===== config.mk =====
export PLATFORM = sky130hd
export DESIGN_NAME = id_hazard_scoreboard_flat
export DESIGN_NICKNAME = d
export VERILOG_FILES = /design/src/rtl/id_hazard_scoreboard_pkg.sv /design/src/rtl/id_hazard_scoreboard_if.sv /design/src/rtl/id_hazard_scoreboard_entry.sv /design/src/rtl/id_hazard_scoreboard.sv /design/src/flat_wrapper.sv
export SDC_FILE = /design/constraint.sdc
export NUM_CORES = 1
export LEC_CHECK = 0
export BUFFER_PORTS_ARGS = -buffer_cell sky130_fd_sc_hd__buf_4
export CAP_MARGIN = 40
export CORE_MARGIN = 8
export CORE_UTILIZATION = 50
export DETAILED_ROUTE_END_ITERATION = 8
export PLACE_DENSITY = 0.65
export SYNTH_ARGS = -nofsm -noshare
export SYNTH_HDL_FRONTEND = slang
export SYNTH_SLANG_ARGS = --single-unit

===== constraint.sdc =====
create_clock -name Clock -period 7.2 [get_ports Clock]
set_input_delay 0.36 -clock Clock [delete_from_list [all_inputs] [get_ports Clock]]
set_output_delay 0.36 -clock Clock [all_outputs]
set_load 0.01 [all_outputs]

===== src/rtl/id_hazard_scoreboard_pkg.sv =====
// Shared constants for the decode-stage pending-write scoreboard and the
// latency classes the datapath controller attaches to each instruction.
package id_hazard_scoreboard_pkg;

    localparam int NUM_REGS_DEFAULT = 32;
    localparam int MAX_LAT_DEFAULT  = 8;
    localparam int FWD_LAT_DEFAULT  = 1;
    localparam int REG_ADDR_W       = 5;

    localparam int LAT_ALU  = 1;
    localparam int LAT_LOAD = 2;
    localparam int LAT_MUL  = 4;
    localparam int LAT_DIV  = MAX_LAT_DEFAULT;

endpackage


===== src/rtl/id_hazard_scoreboard_if.sv =====
// ID-stage request bundle and the pipeline-control responses of the scoreboard.
interface id_hazard_scoreboard_if
    import id_hazard_scoreboard_pkg::*;
#(
    parameter int CNT_W = $clog2(MAX_LAT_DEFAULT + 2)
) ();

    logic                  ID_Valid;
    logic [REG_ADDR_W-1:0] ID_Rs;
    logic [REG_ADDR_W-1:0] ID_Rt;
    logic                  ID_UsesRs;
    logic                  ID_UsesRt;
    logic [REG_ADDR_W-1:0] ID_Rd;
    logic                  ID_RegWrite;
    logic [CNT_W-1:0]      ID_Latency;
    logic                  Flush;

    logic                  Stall;
    logic                  Issue;
    logic                  PC_WriteEnable;
    logic                  IFIDWriteEnable;
    logic                  IDEXFlush;
    logic                  Busy;
    logic [31:0]           StallCount;

    modport master (
        output ID_Valid, ID_Rs, ID_Rt, ID_UsesRs, ID_UsesRt, ID_Rd,
               ID_RegWrite, ID_Latency, Flush,
        input  Stall, Issue, PC_WriteEnable, IFIDWriteEnable, IDEXFlush,
               Busy, StallCount
    );

    modport slave (
        input  ID_Valid, ID_Rs, ID_Rt, ID_UsesRs, ID_UsesRt, ID_Rd,
               ID_RegWrite, ID_Latency, Flush,
        output Stall, Issue, PC_WriteEnable, IFIDWriteEnable, IDEXFlush,
               Busy, StallCount
    );

endinterface


===== src/rtl/id_hazard_scoreboard_entry.sv =====
// One architectural register's pending-write down-counter together with the
// RAW, WAW and writeback-port compares against the instruction in ID.
module scoreboard_entry
    import id_hazard_scoreboard_pkg::*;
#(
    parameter int IDX     = 1,
    parameter int CNT_W   = 4,
    parameter int FWD_LAT = 1
) (
    input  logic                  clk_i,
    input  logic                  rst_i,
    input  logic [REG_ADDR_W-1:0] rs_i,
    input  logic [REG_ADDR_W-1:0] rt_i,
    input  logic [REG_ADDR_W-1:0] rd_i,
    input  logic                  uses_rs_i,
    input  logic                  uses_rt_i,
    input  logic                  track_i,
    input  logic                  issue_i,
    input  logic [CNT_W-1:0]      lat_i,
    input  logic [CNT_W-1:0]      lat_p1_i,
    output logic                  raw_o,
    output logic                  waw_o,
    output logic                  port_o,
    output logic                  nz_d_o
);

    localparam logic [REG_ADDR_W-1:0] ADDR = REG_ADDR_W'(IDX);
    localparam logic [CNT_W-1:0]      FWD  = CNT_W'(FWD_LAT);

    logic [CNT_W-1:0] cnt_q;
    logic [CNT_W-1:0] cnt_d;
    logic             sel_rd;

    assign sel_rd = track_i && (rd_i == ADDR);
    assign raw_o  = ((uses_rs_i && (rs_i == ADDR)) || (uses_rt_i && (rt_i == ADDR)))
                    && (cnt_q > FWD);
    assign waw_o  = sel_rd && (cnt_q > lat_i);
    assign port_o = (cnt_q == lat_p1_i);

    // NOTE: a new issue to this register overrides the decrement of the old write.
    always_comb begin
        cnt_d = cnt_q;
        if (issue_i && sel_rd) begin
            cnt_d = lat_i;
        end else if (cnt_q != '0) begin
            cnt_d = cnt_q - CNT_W'(1);
        end
    end

    assign nz_d_o = |cnt_d;

    // NOTE: sequential state uses non-blocking assignments so all entries update together.
    always_ff @(posedge clk_i) begin
        if (rst_i) begin
            cnt_q <= '0;
        end else begin
            cnt_q <= cnt_d;
        end
    end

endmodule


===== src/rtl/id_hazard_scoreboard.sv =====
// Decode-stage hazard unit: per-register pending-write counters decide stall and
// issue, drive PC/IF-ID enables and the ID/EX flush, and count stalled cycles.
module id_hazard_scoreboard
    import id_hazard_scoreboard_pkg::*;
#(
    parameter int NUM_REGS = NUM_REGS_DEFAULT,
    parameter int MAX_LAT  = MAX_LAT_DEFAULT,
    parameter int FWD_LAT  = FWD_LAT_DEFAULT,
    parameter int CNT_W    = $clog2(MAX_LAT + 2)
) (
    input  logic                   Clock,
    input  logic                   Reset,
    id_hazard_scoreboard_if.slave  bus
);

    localparam logic [CNT_W-1:0] MAX_L = CNT_W'(MAX_LAT);

    logic [CNT_W-1:0]    lat_eff;
    logic [CNT_W-1:0]    lat_p1;
    logic                track;
    logic                stall;
    logic                issue;
    logic [NUM_REGS-1:1] raw_v;
    logic [NUM_REGS-1:1] waw_v;
    logic [NUM_REGS-1:1] port_v;
    logic [NUM_REGS-1:1] nz_d_v;
    logic                busy_q;
    logic [31:0]         stall_cnt_q;

    always_comb begin
        lat_eff = bus.ID_Latency;
        if (bus.ID_Latency == '0) begin
            lat_eff = CNT_W'(1);
        end else if (bus.ID_Latency > MAX_L) begin
            lat_eff = MAX_L;
        end
    end

    assign lat_p1 = lat_eff + CNT_W'(1);
    assign track  = bus.ID_RegWrite && (bus.ID_Rd != '0);

    for (genvar r = 1; r < NUM_REGS; r++) begin : g_entry
        scoreboard_entry #(
            .IDX     (r),
            .CNT_W   (CNT_W),
            .FWD_LAT (FWD_LAT)
        ) u_entry (
            .clk_i     (Clock),
            .rst_i     (Reset),
            .rs_i      (bus.ID_Rs),
            .rt_i      (bus.ID_Rt),
            .rd_i      (bus.ID_Rd),
            .uses_rs_i (bus.ID_UsesRs),
            .uses_rt_i (bus.ID_UsesRt),
            .track_i   (track),
            .issue_i   (issue),
            .lat_i     (lat_eff),
            .lat_p1_i  (lat_p1),
            .raw_o     (raw_v[r]),
            .waw_o     (waw_v[r]),
            .port_o    (port_v[r]),
            .nz_d_o    (nz_d_v[r])
        );
    end

    // Reset forces the pipeline-control outputs to their idle values.
    assign stall = bus.ID_Valid && !Reset
                   && ((|raw_v) || (|waw_v) || (track && (|port_v)));
    assign issue = bus.ID_Valid && !stall && !bus.Flush && !Reset;

    assign bus.Stall           = stall;
    assign bus.Issue           = issue;
    assign bus.PC_WriteEnable  = !stall;
    assign bus.IFIDWriteEnable = !stall;
    assign bus.IDEXFlush       = stall || (bus.Flush && !Reset);
    assign bus.Busy            = busy_q;
    assign bus.StallCount      = stall_cnt_q;

    always_ff @(posedge Clock) begin
        if (Reset) begin
            busy_q      <= 1'b0;
            stall_cnt_q <= '0;
        end else begin
            busy_q <= |nz_d_v;
            if (stall && (stall_cnt_q != '1)) begin
                stall_cnt_q <= stall_cnt_q + 32'd1;
            end
        end
    end

endmodule

===== src/flat_wrapper.sv =====
// flat-port wrapper written by rule: the top's interface ports become plain ports
module id_hazard_scoreboard_flat import id_hazard_scoreboard_pkg::*;
#(
    parameter int NUM_REGS = NUM_REGS_DEFAULT,
    parameter int MAX_LAT  = MAX_LAT_DEFAULT,
    parameter int FWD_LAT  = FWD_LAT_DEFAULT,
    parameter int CNT_W    = $clog2(MAX_LAT + 2)
)
  (Clock, Reset, bus_ID_Valid, bus_ID_Rs, bus_ID_Rt, bus_ID_UsesRs, bus_ID_UsesRt, bus_ID_Rd, bus_ID_RegWrite, bus_ID_Latency, bus_Flush, bus_Stall, bus_Issue, bus_PC_WriteEnable, bus_IFIDWriteEnable, bus_IDEXFlush, bus_Busy, bus_StallCount);
  id_hazard_scoreboard_if #(.CNT_W(CNT_W)) bus_i ();
  input  logic Clock;
  input  logic Reset;
  input wire logic [$bits(bus_i.ID_Valid)-1:0] bus_ID_Valid;
  input wire logic [$bits(bus_i.ID_Rs)-1:0] bus_ID_Rs;
  input wire logic [$bits(bus_i.ID_Rt)-1:0] bus_ID_Rt;
  input wire logic [$bits(bus_i.ID_UsesRs)-1:0] bus_ID_UsesRs;
  input wire logic [$bits(bus_i.ID_UsesRt)-1:0] bus_ID_UsesRt;
  input wire logic [$bits(bus_i.ID_Rd)-1:0] bus_ID_Rd;
  input wire logic [$bits(bus_i.ID_RegWrite)-1:0] bus_ID_RegWrite;
  input wire logic [$bits(bus_i.ID_Latency)-1:0] bus_ID_Latency;
  input wire logic [$bits(bus_i.Flush)-1:0] bus_Flush;
  output wire logic [$bits(bus_i.Stall)-1:0] bus_Stall;
  output wire logic [$bits(bus_i.Issue)-1:0] bus_Issue;
  output wire logic [$bits(bus_i.PC_WriteEnable)-1:0] bus_PC_WriteEnable;
  output wire logic [$bits(bus_i.IFIDWriteEnable)-1:0] bus_IFIDWriteEnable;
  output wire logic [$bits(bus_i.IDEXFlush)-1:0] bus_IDEXFlush;
  output wire logic [$bits(bus_i.Busy)-1:0] bus_Busy;
  output wire logic [$bits(bus_i.StallCount)-1:0] bus_StallCount;
  assign bus_i.ID_Valid = bus_ID_Valid;
  assign bus_i.ID_Rs = bus_ID_Rs;
  assign bus_i.ID_Rt = bus_ID_Rt;
  assign bus_i.ID_UsesRs = bus_ID_UsesRs;
  assign bus_i.ID_UsesRt = bus_ID_UsesRt;
  assign bus_i.ID_Rd = bus_ID_Rd;
  assign bus_i.ID_RegWrite = bus_ID_RegWrite;
  assign bus_i.ID_Latency = bus_ID_Latency;
  assign bus_i.Flush = bus_Flush;
  assign bus_Stall = bus_i.Stall;
  assign bus_Issue = bus_i.Issue;
  assign bus_PC_WriteEnable = bus_i.PC_WriteEnable;
  assign bus_IFIDWriteEnable = bus_i.IFIDWriteEnable;
  assign bus_IDEXFlush = bus_i.IDEXFlush;
  assign bus_Busy = bus_i.Busy;
  assign bus_StallCount = bus_i.StallCount;
  id_hazard_scoreboard #(.NUM_REGS(NUM_REGS), .MAX_LAT(MAX_LAT), .FWD_LAT(FWD_LAT), .CNT_W(CNT_W)) u_core (.Clock(Clock), .Reset(Reset), .bus(bus_i));
endmodule

# Word level (Yosys, flattened, before mapping)
# Index checks and enable logic that the tools add are counted.
[word_totals] register_bits=157 inputBits=26
[classes] addsub=33 magnitude_cmp=63 eq_ne=125 muxes=64 reduce_logical=269
[op_table] cell="$mux 4" n=64
[op_table] cell="$eq 5x5->1 const B" n=48
[op_table] cell="$logic_and 1x1->1" n=195
[op_table] cell="$eq 4x4->1" n=31
[op_table] cell="$gt 4x1->1 const B" n=31
[op_table] cell="$gt 4x4->1" n=31
[op_table] cell="$reduce_bool 4->1" n=31
[op_table] cell="$reduce_or 124->1" n=1
[op_table] cell="$sub 4x1->4 const B" n=31
[op_table] cell="$eq 5x4->1 const B" n=24
[op_table] cell="$reduce_or 31->1" n=3
[op_table] cell="$eq 5x3->1 const B" n=12
[op_table] cell="$logic_or 1x1->1" n=34
[op_table] cell="$add 32x1->32 const B" n=1
[op_table] cell="$ne 32x32->1 const B" n=1
[op_table] cell="$eq 5x2->1 const B" n=6
[op_table] cell="$eq 5x1->1 const B" n=3
[op_table] cell="$reduce_bool 5->1" n=1
[op_table] cell="$add 4x1->4 const B" n=1
[op_table] cell="$gt 4x4->1 const B" n=1
[op_table] cell="$logic_not 4->1" n=1
[op_table] cell="$logic_not 1->1" n=3

# Depth between registers and ports, before layout
[depth] word_depth=16 depth_mapped=25 ltp_nobuf=17

# Modules after synthesis
# From an unflattened synthesis, not the netlist that was laid out.
[unflattened] cells_unflattened=1969 area_unflattened_um2=16864.9
[modules_own_cells] mod="scoreboard_entry (u_core.g_entry[1].u_entry ...)" n_inst=6 cells_per_inst=55 area_each_um2=471.7 seq_area_each_um2=80.1
[modules_own_cells] mod="id_hazard_scoreboard" n_inst=1 cells_per_inst=265 area_each_um2=2240.9 seq_area_each_um2=660.6
[modules_own_cells] mod="scoreboard_entry (u_core.g_entry[17].u_entry ...)" n_inst=4 cells_per_inst=55 area_each_um2=469.2 seq_area_each_um2=80.1
[modules_own_cells] mod="scoreboard_entry (u_core.g_entry[5].u_entry ...)" n_inst=3 cells_per_inst=56 area_each_um2=478.0 seq_area_each_um2=80.1
[modules_own_cells] mod="scoreboard_entry (u_core.g_entry[13].u_entry ...)" n_inst=2 cells_per_inst=54 area_each_um2=486.7 seq_area_each_um2=80.1
[modules_own_cells] mod="scoreboard_entry (u_core.g_entry[23].u_entry ...)" n_inst=2 cells_per_inst=55 area_each_um2=457.9 seq_area_each_um2=80.1
[modules_own_cells] mod="scoreboard_entry (u_core.g_entry[29].u_entry ...)" n_inst=2 cells_per_inst=54 area_each_um2=455.4 seq_area_each_um2=80.1
[modules_own_cells] mod="scoreboard_entry (u_core.g_entry[10].u_entry)" n_inst=1 cells_per_inst=55 area_each_um2=493.0 seq_area_each_um2=80.1
[modules_own_cells] mod="scoreboard_entry (u_core.g_entry[12].u_entry)" n_inst=1 cells_per_inst=54 area_each_um2=485.5 seq_area_each_um2=80.1
[modules_own_cells] mod="scoreboard_entry (u_core.g_entry[3].u_entry)" n_inst=1 cells_per_inst=55 area_each_um2=485.5 seq_area_each_um2=80.1
[modules_own_cells] mod="scoreboard_entry (u_core.g_entry[8].u_entry)" n_inst=1 cells_per_inst=55 area_each_um2=478.0 seq_area_each_um2=80.1
[modules_own_cells] mod="scoreboard_entry (u_core.g_entry[11].u_entry)" n_inst=1 cells_per_inst=54 area_each_um2=473.0 seq_area_each_um2=80.1
[modules_own_cells] mod="scoreboard_entry (u_core.g_entry[7].u_entry)" n_inst=1 cells_per_inst=55 area_each_um2=473.0 seq_area_each_um2=80.1
[modules_own_cells] mod="scoreboard_entry (u_core.g_entry[4].u_entry)" n_inst=1 cells_per_inst=54 area_each_um2=471.7 seq_area_each_um2=80.1
[modules_own_cells] mod="+5 rows"

# Least setup slack after synthesis
# OpenSTA, ideal clock, no wires.
[synth_path] path_type="input-to-reg" startpoint="in bus_ID_Latency[3]" endpoint="reg u_core.busy_q, in the netlist u_core.bus.Busy" arrival_ns=6.222 path_slack_ns=0.845 stages=21 n_path_buf=5 path_cell_list="buf_2 > clkinv_1 > o21ai_0 > inv_1 > clkbuf_1 > clkbuf_1 > ha_1 > buf_4 > buf_4 > xnor3_1 > nand3_1 > nand4_1 > or4_1 > nor3_4 > nand4_2 > or3_1 > mux2i_1 > a221o_1 > or4_1 > nor4_1 > a31oi_1"
[synth_via] elab_chain_cells=16 word_cells_on_any_way=171 classes_between="add/sub (1); order compare (32); eq/ne (31); mux (33); reduce/logical (74)"
[synth_lines] element="start, declared" line="flat_wrapper.sv:20" text="input wire logic [$bits(bus_i.ID_Latency)-1:0] bus_ID_Latency;"
[synth_lines] element="$gt 4x4->1" line="id_hazard_scoreboard.sv:34" text="end else if (bus.ID_Latency > MAX_L) begin"
[synth_lines] element="$mux 4" line="id_hazard_scoreboard.sv:34"
[synth_lines] element="$mux 4 (*)" line="id_hazard_scoreboard.sv:32" text="if (bus.ID_Latency == '0) begin"
[synth_lines] element="$add 4x1->4 or $gt 4x4->1 (tied branches)" line="id_hazard_scoreboard.sv:39, id_hazard_scoreboard_entry.sv:37"
[synth_lines] element="$eq 4x4->1 or $logic_and 1x1->1 (tied branches)" line="id_hazard_scoreboard_entry.sv:38, id_hazard_scoreboard_entry.sv:37"
[synth_lines] element="$reduce_or 31->1" line="id_hazard_scoreboard.sv:68" text="&& ((|raw_v) || (|waw_v) || (track && (|port_v)));"
[synth_lines] element="$logic_and 1x1->1 or $logic_or 1x1->1 (tied branches)" line="id_hazard_scoreboard.sv:68"
[synth_lines] element="$logic_or 1x1->1" line="id_hazard_scoreboard.sv:68"
[synth_lines] element="$logic_and 1x1->1" line="id_hazard_scoreboard.sv:68"
[synth_lines] element="$logic_not 1->1" line="id_hazard_scoreboard.sv:69" text="assign issue = bus.ID_Valid && !stall && !bus.Flush && !Reset;"
[synth_lines] element="$logic_and 1x1->1 (3 in series)" line="id_hazard_scoreboard.sv:69"
[synth_lines] element="$logic_and 1x1->1" line="id_hazard_scoreboard_entry.sv:43" text="if (issue_i && sel_rd) begin"
[synth_lines] element="$mux 4" line="id_hazard_scoreboard_entry.sv:43"
[synth_lines] element="$reduce_or 124->1 (*)" line="id_hazard_scoreboard.sv:84" text="busy_q <= |nz_d_v;"
[synth_lines] element="end signal, assigned" line="id_hazard_scoreboard.sv:84"
[synth_lines] element="end, declared" line="id_hazard_scoreboard.sv:27" text="logic busy_q;"
# Mark *: on every way between the ends. The rest lies on a longest branch, timed or not.
# A chain may end at the register's enable or synchronous reset.

# Final worst setup path
# Ends and elaborated chain as after synthesis.

==> out/metrics.csv <==
stage,metric,value,unit
cts,clkLatencyLatePin,0.46,ns
sta,period_needed,6.29,ns
yosys,synthCells,1994,
sta,drv_slew,0,
yosys,synth_area,15700,um2
cts,cts_tree,built,
setup_path,worstReg2RegStart,u_core.g_entry[29].u_entry.cnt_q[1]$_SDFF_PP0_,
final_layout,multi_input_area,11900,um2
global_routing,track_usage,32.4,%
floorplan,rows,65,
setup_path,start_kind,input port,
sta,worst-slew-pin-transition,1.04,ns
global_routing,grt-ovfl-total,0,
power_and_ir_drop,cellLeakagePower,7.39,nW
setup_path,reg2regPathDepth,15,
power_and_ir_drop,vdd_drop_max,0.207,mV
run_status,status,finished clean,
sta,fin_skew,0.0172,ns
hold_path,min_path_type,in2reg,
yosys,synth-compound-area-share,17.0,%
setup_path,crit_required,7.50,ns
final_layout,nNetsFinal,2293,
routing,via_per_inst,6.34,
routing,highest_layer,met5,
sta,hold_viol_final,0,
yosys,synth_edf_count,0,
routing,drtAntennaViolNets,0,
place,place.gp.congestion,1.07,
yosys,synth_xor_area_share,11.7,%
place,portBuffers,63,
yosys,synthMuxAreaShare,3.87,%
setup_path,crit_path_max_fanout,43,
cts,postCtsHoldBufs,0,
yosys,ys_seq_area_share,20.0,%
global_routing,grt_max_degree,77,
setup_path,r2r-end,u_core.bus.Busy$_SDFF_PP0_,
final_layout,area_delta_synth_final,10.4,%
cts,h-tree-depth,4,
sta,rsz0062_at_grt,no,
cts,clkSlewWorstSetupHoldPaths,0.07,ns
yosys,yosysWarnings,0,
cts,numCtsBuffers,17,
cts,cts_sinks,157,
yosys,ys.flop_type,dfxtp_1,
cts,cts_resized,0,
yosys,synthAdderAreaFrac,17.5,%
sta,slew-limit-headroom,30.0,%
routing,drc,0,
final_layout,drive_above_1_share,8.25,%
cts,clockBufferDepth,2,
sta,clock.fmax,159,MHz
setup_path,r2r_slack,1.58,ns
yosys,synth_simple_gate_area_share,25.7,%
cts,post_cts_buffers,0,
setup_path,cp.arrival,6.59,ns
routing,wl_met2,25900,um
routing,wl_met3,5570,um
hold_path,hold_start,bus_ID_Latency[1],
floorplan,start_util,50.3,%
setup_path,critical_path_class,in2reg,
place,place_ws,0.793,ns
floorplan,die_area,37300,um2
global_routing,grt_pass1_vias,14766,
routing,drt_iter0_drc,1549,
routing,drt-wirelength-per-cell,24.5,um
routing,wl_met1,25200,um
yosys,ys_ff_latch,157,
global_routing,grt_first_pass_wirelength,90600,um
routing,totalWireLength,60400,um
run,drv_cap,0,
sta,tns,0,ns
sta,setup_violations,0,
setup_path,crit_path_end_kind,register,
routing,drt_pre_antenna_iters,8,
routing,vias,15615,
floorplan,dieHeight,193,um
global_routing,grt_antenna_before_repair,2,
yosys,async_flop_share,0,%
floorplan,die_w,193,um
hold_path,hold_path_end,u_core.g_entry[22].u_entry.cnt_q[1]$_SDFF_PP0_,
floorplan,pin_count,64,
yosys,synthesis.nets,2239,
yosys,synth_top_family_by_area,simple AND/OR/NAND/NOR gates,
sta,timing.final.ws_setup,0.905,ns
cts,cts_root_buf,clkbuf_16,
yosys,ys_types,83,
sta,post-route-period-util,87.4,%
power_and_ir_drop,power.density_cell_area,433,nW/um2
place,place.detailed.hpwl,46200,um
yosys,synth_area_per_cell,7.87,um2
floorplan,core-area,31200,um2
hold_path,min_path_cells,3,
final_layout,n_fill_cell,3017,
final_layout,regArea,3140,um2
## synth_stat cells (all sizes together), types with 7 or more instances
| master | number | area (um2) |
|---|---|---|
| nor2 | 287 | 1080 |
| ha | 219 | 2740 |
| dfxtp | 157 | 3140 |
| a21oi | 133 | 666 |
| nand2 | 131 | 492 |
| o21ai | 93 | 465 |
| inv | 87 | 327 |
| xor2 | 79 | 692 |
| nand3 | 73 | 365 |
| xnor2 | 65 | 577 |
| nor3 | 58 | 313 |
| mux2i | 55 | 551 |
| nand4 | 55 | 350 |
| clkbuf | 50 | 188 |
| o22ai | 40 | 250 |
| a211oi | 35 | 263 |
| or3 | 33 | 206 |
| buf | 25 | 143 |
| nor2b | 25 | 164 |
| xnor3 | 25 | 563 |
| o211ai | 24 | 194 |
| a21o | 22 | 165 |
| and2 | 22 | 138 |
| nand2b | 22 | 138 |
| nor4 | 16 | 149 |
| a22oi | 13 | 97.6 |
| and3 | 13 | 81.3 |
| nand4b | 12 | 105 |
| a31oi | 10 | 68.8 |
| nor3b | 8 | 60.1 |
| nor4bb | 7 | 70.1 |
| o2111ai | 7 | 61.3 |
| or2 | 7 | 43.8 |
| or4 | 7 | 56.3 |
## routing by layer
metal	vias up	track usage (%)
li1	7313	-
met1	7290	41.6
met2	801	50.2
met3	209	7.14
met4	2	17.9
met5	-	0
## sequential cells by signal, summed over array words and instances, names as in the netlist
| register | flops |
|---|---|
| u_core.bus.Busy | 1 |
| u_core.bus.StallCount | 32 |
| u_core.g_entry.u_entry.cnt_q | 124 |
## layout by cell type, fill, tap and decap left out, types with 23 or more instances in the layout
cell type | netlist | layout
nand3_1 | 73 | 73
xnor3_1 | 25 | 25
ha_1 | 219 | 218
o211ai_1 | 23 | 23
inv_1 | 87 | 86
xnor2_1 | 64 | 64
mux2i_1 | 55 | 55
or3_1 | 33 | 33
nor2_1 | 286 | 286
o22ai_1 | 40 | 40
a21oi_1 | 133 | 133
xor2_1 | 79 | 79
dfxtp_1 | 157 | 157
nand2_1 | 131 | 130
nand4_1 | 54 | 54
buf_4 | 6 | 99
a211oi_1 | 35 | 35
nor3_1 | 56 | 56
nor2b_1 | 24 | 24
o21ai_0 | 92 | 91
## through the flow
stage / hold WS, ns / instance area, um2 / instances / util [%] / total power [mW]
floorplan: 0.510 / 15700 / 1994 / - / 4.86
global placement: 0.484 / 16700 / 2424 / 53.5 / 6.34
detailed placement: 0.499 / 16800 / 2429 / 53.7 / 6.44
CTS: 0.406 / 17300 / 2460 / 55.5 / 7.38
global route: 0.443 / 17300 / 2462 / 55.5 / 8.05
finish: 0.425 / 17300 / 2463 / 55.5 / 7.51
## where the power goes
| part | switching, mW | internal, mW | total, mW |
|---|---|---|---|
| Sequential | 0.450 | 1.17 | 1.62 |
| Combinational | 3.05 | 1.93 | 4.97 |
| Clock | 0.407 | 0.510 | 0.917 |
| Total | 3.90 | 3.60 | 7.51 |
## cells by family after synthesis
kind of cell | Yosys count
multiplexers | 60
XOR/XNOR | 169
adder cells (fa/ha/maj) | 219
AND/OR/NAND/NOR | 800
flip-flops | 157
buffers and inverters | 164
AO/OA/AOI/OAI | 425
## how the worst max path moves through the flow
stage | from | to | slack [ns] | cells past startpoint
after global routing | bus_ID_Latency[3] | u_core.bus.Busy$_SDFF_PP0_ | 0.82 | 19
after CTS | bus_ID_Latency[3] | u_core.bus.Busy$_SDFF_PP0_ | 1.25 | 19
final | bus_ID_Latency[3] | u_core.bus.Busy$_SDFF_PP0_ | 0.91 | 19
after detailed placement | bus_ID_Latency[3] | u_core.bus.Busy$_SDFF_PP0_ | 0.79 | 19
after floorplan | bus_ID_Latency[3] | u_core.bus.Busy$_SDFF_PP0_ | 0.85 | 21
after global placement | bus_ID_Latency[3] | u_core.bus.Busy$_SDFF_PP0_ | 0.78 | 19
## cell type report
class | count | area share [%]
antenna | 1 | 0.0144
clock buffer | 22 | 2.56
clock inverter | 9 | 0.657
inverter | 89 | 1.93
multi-input combinational | 1673 | 68.7
sequential | 157 | 18.1
tap | 402 | 2.90
timing repair buffer | 110 | 5.08
## worst max-delay path, cell delays in order
cell and delay, ns:
buf_4 0.22, inv_2 0.17, nand2_2 0.09, buf_4 0.58
ha_1 0.37, nor2b_1 0.14, o211ai_1 0.16, a211oi_1 0.24
a2111oi_0 0.66, nand4_1 0.29, nor4_2 0.44, buf_4 0.23
nand4_2 0.24, nor2_1 0.79, mux2i_1 0.27, nor4_1 0.73
nand4_1 0.19, nor4_1 0.24, a31oi_1 0.15
(Power assumes the default switching activity.)
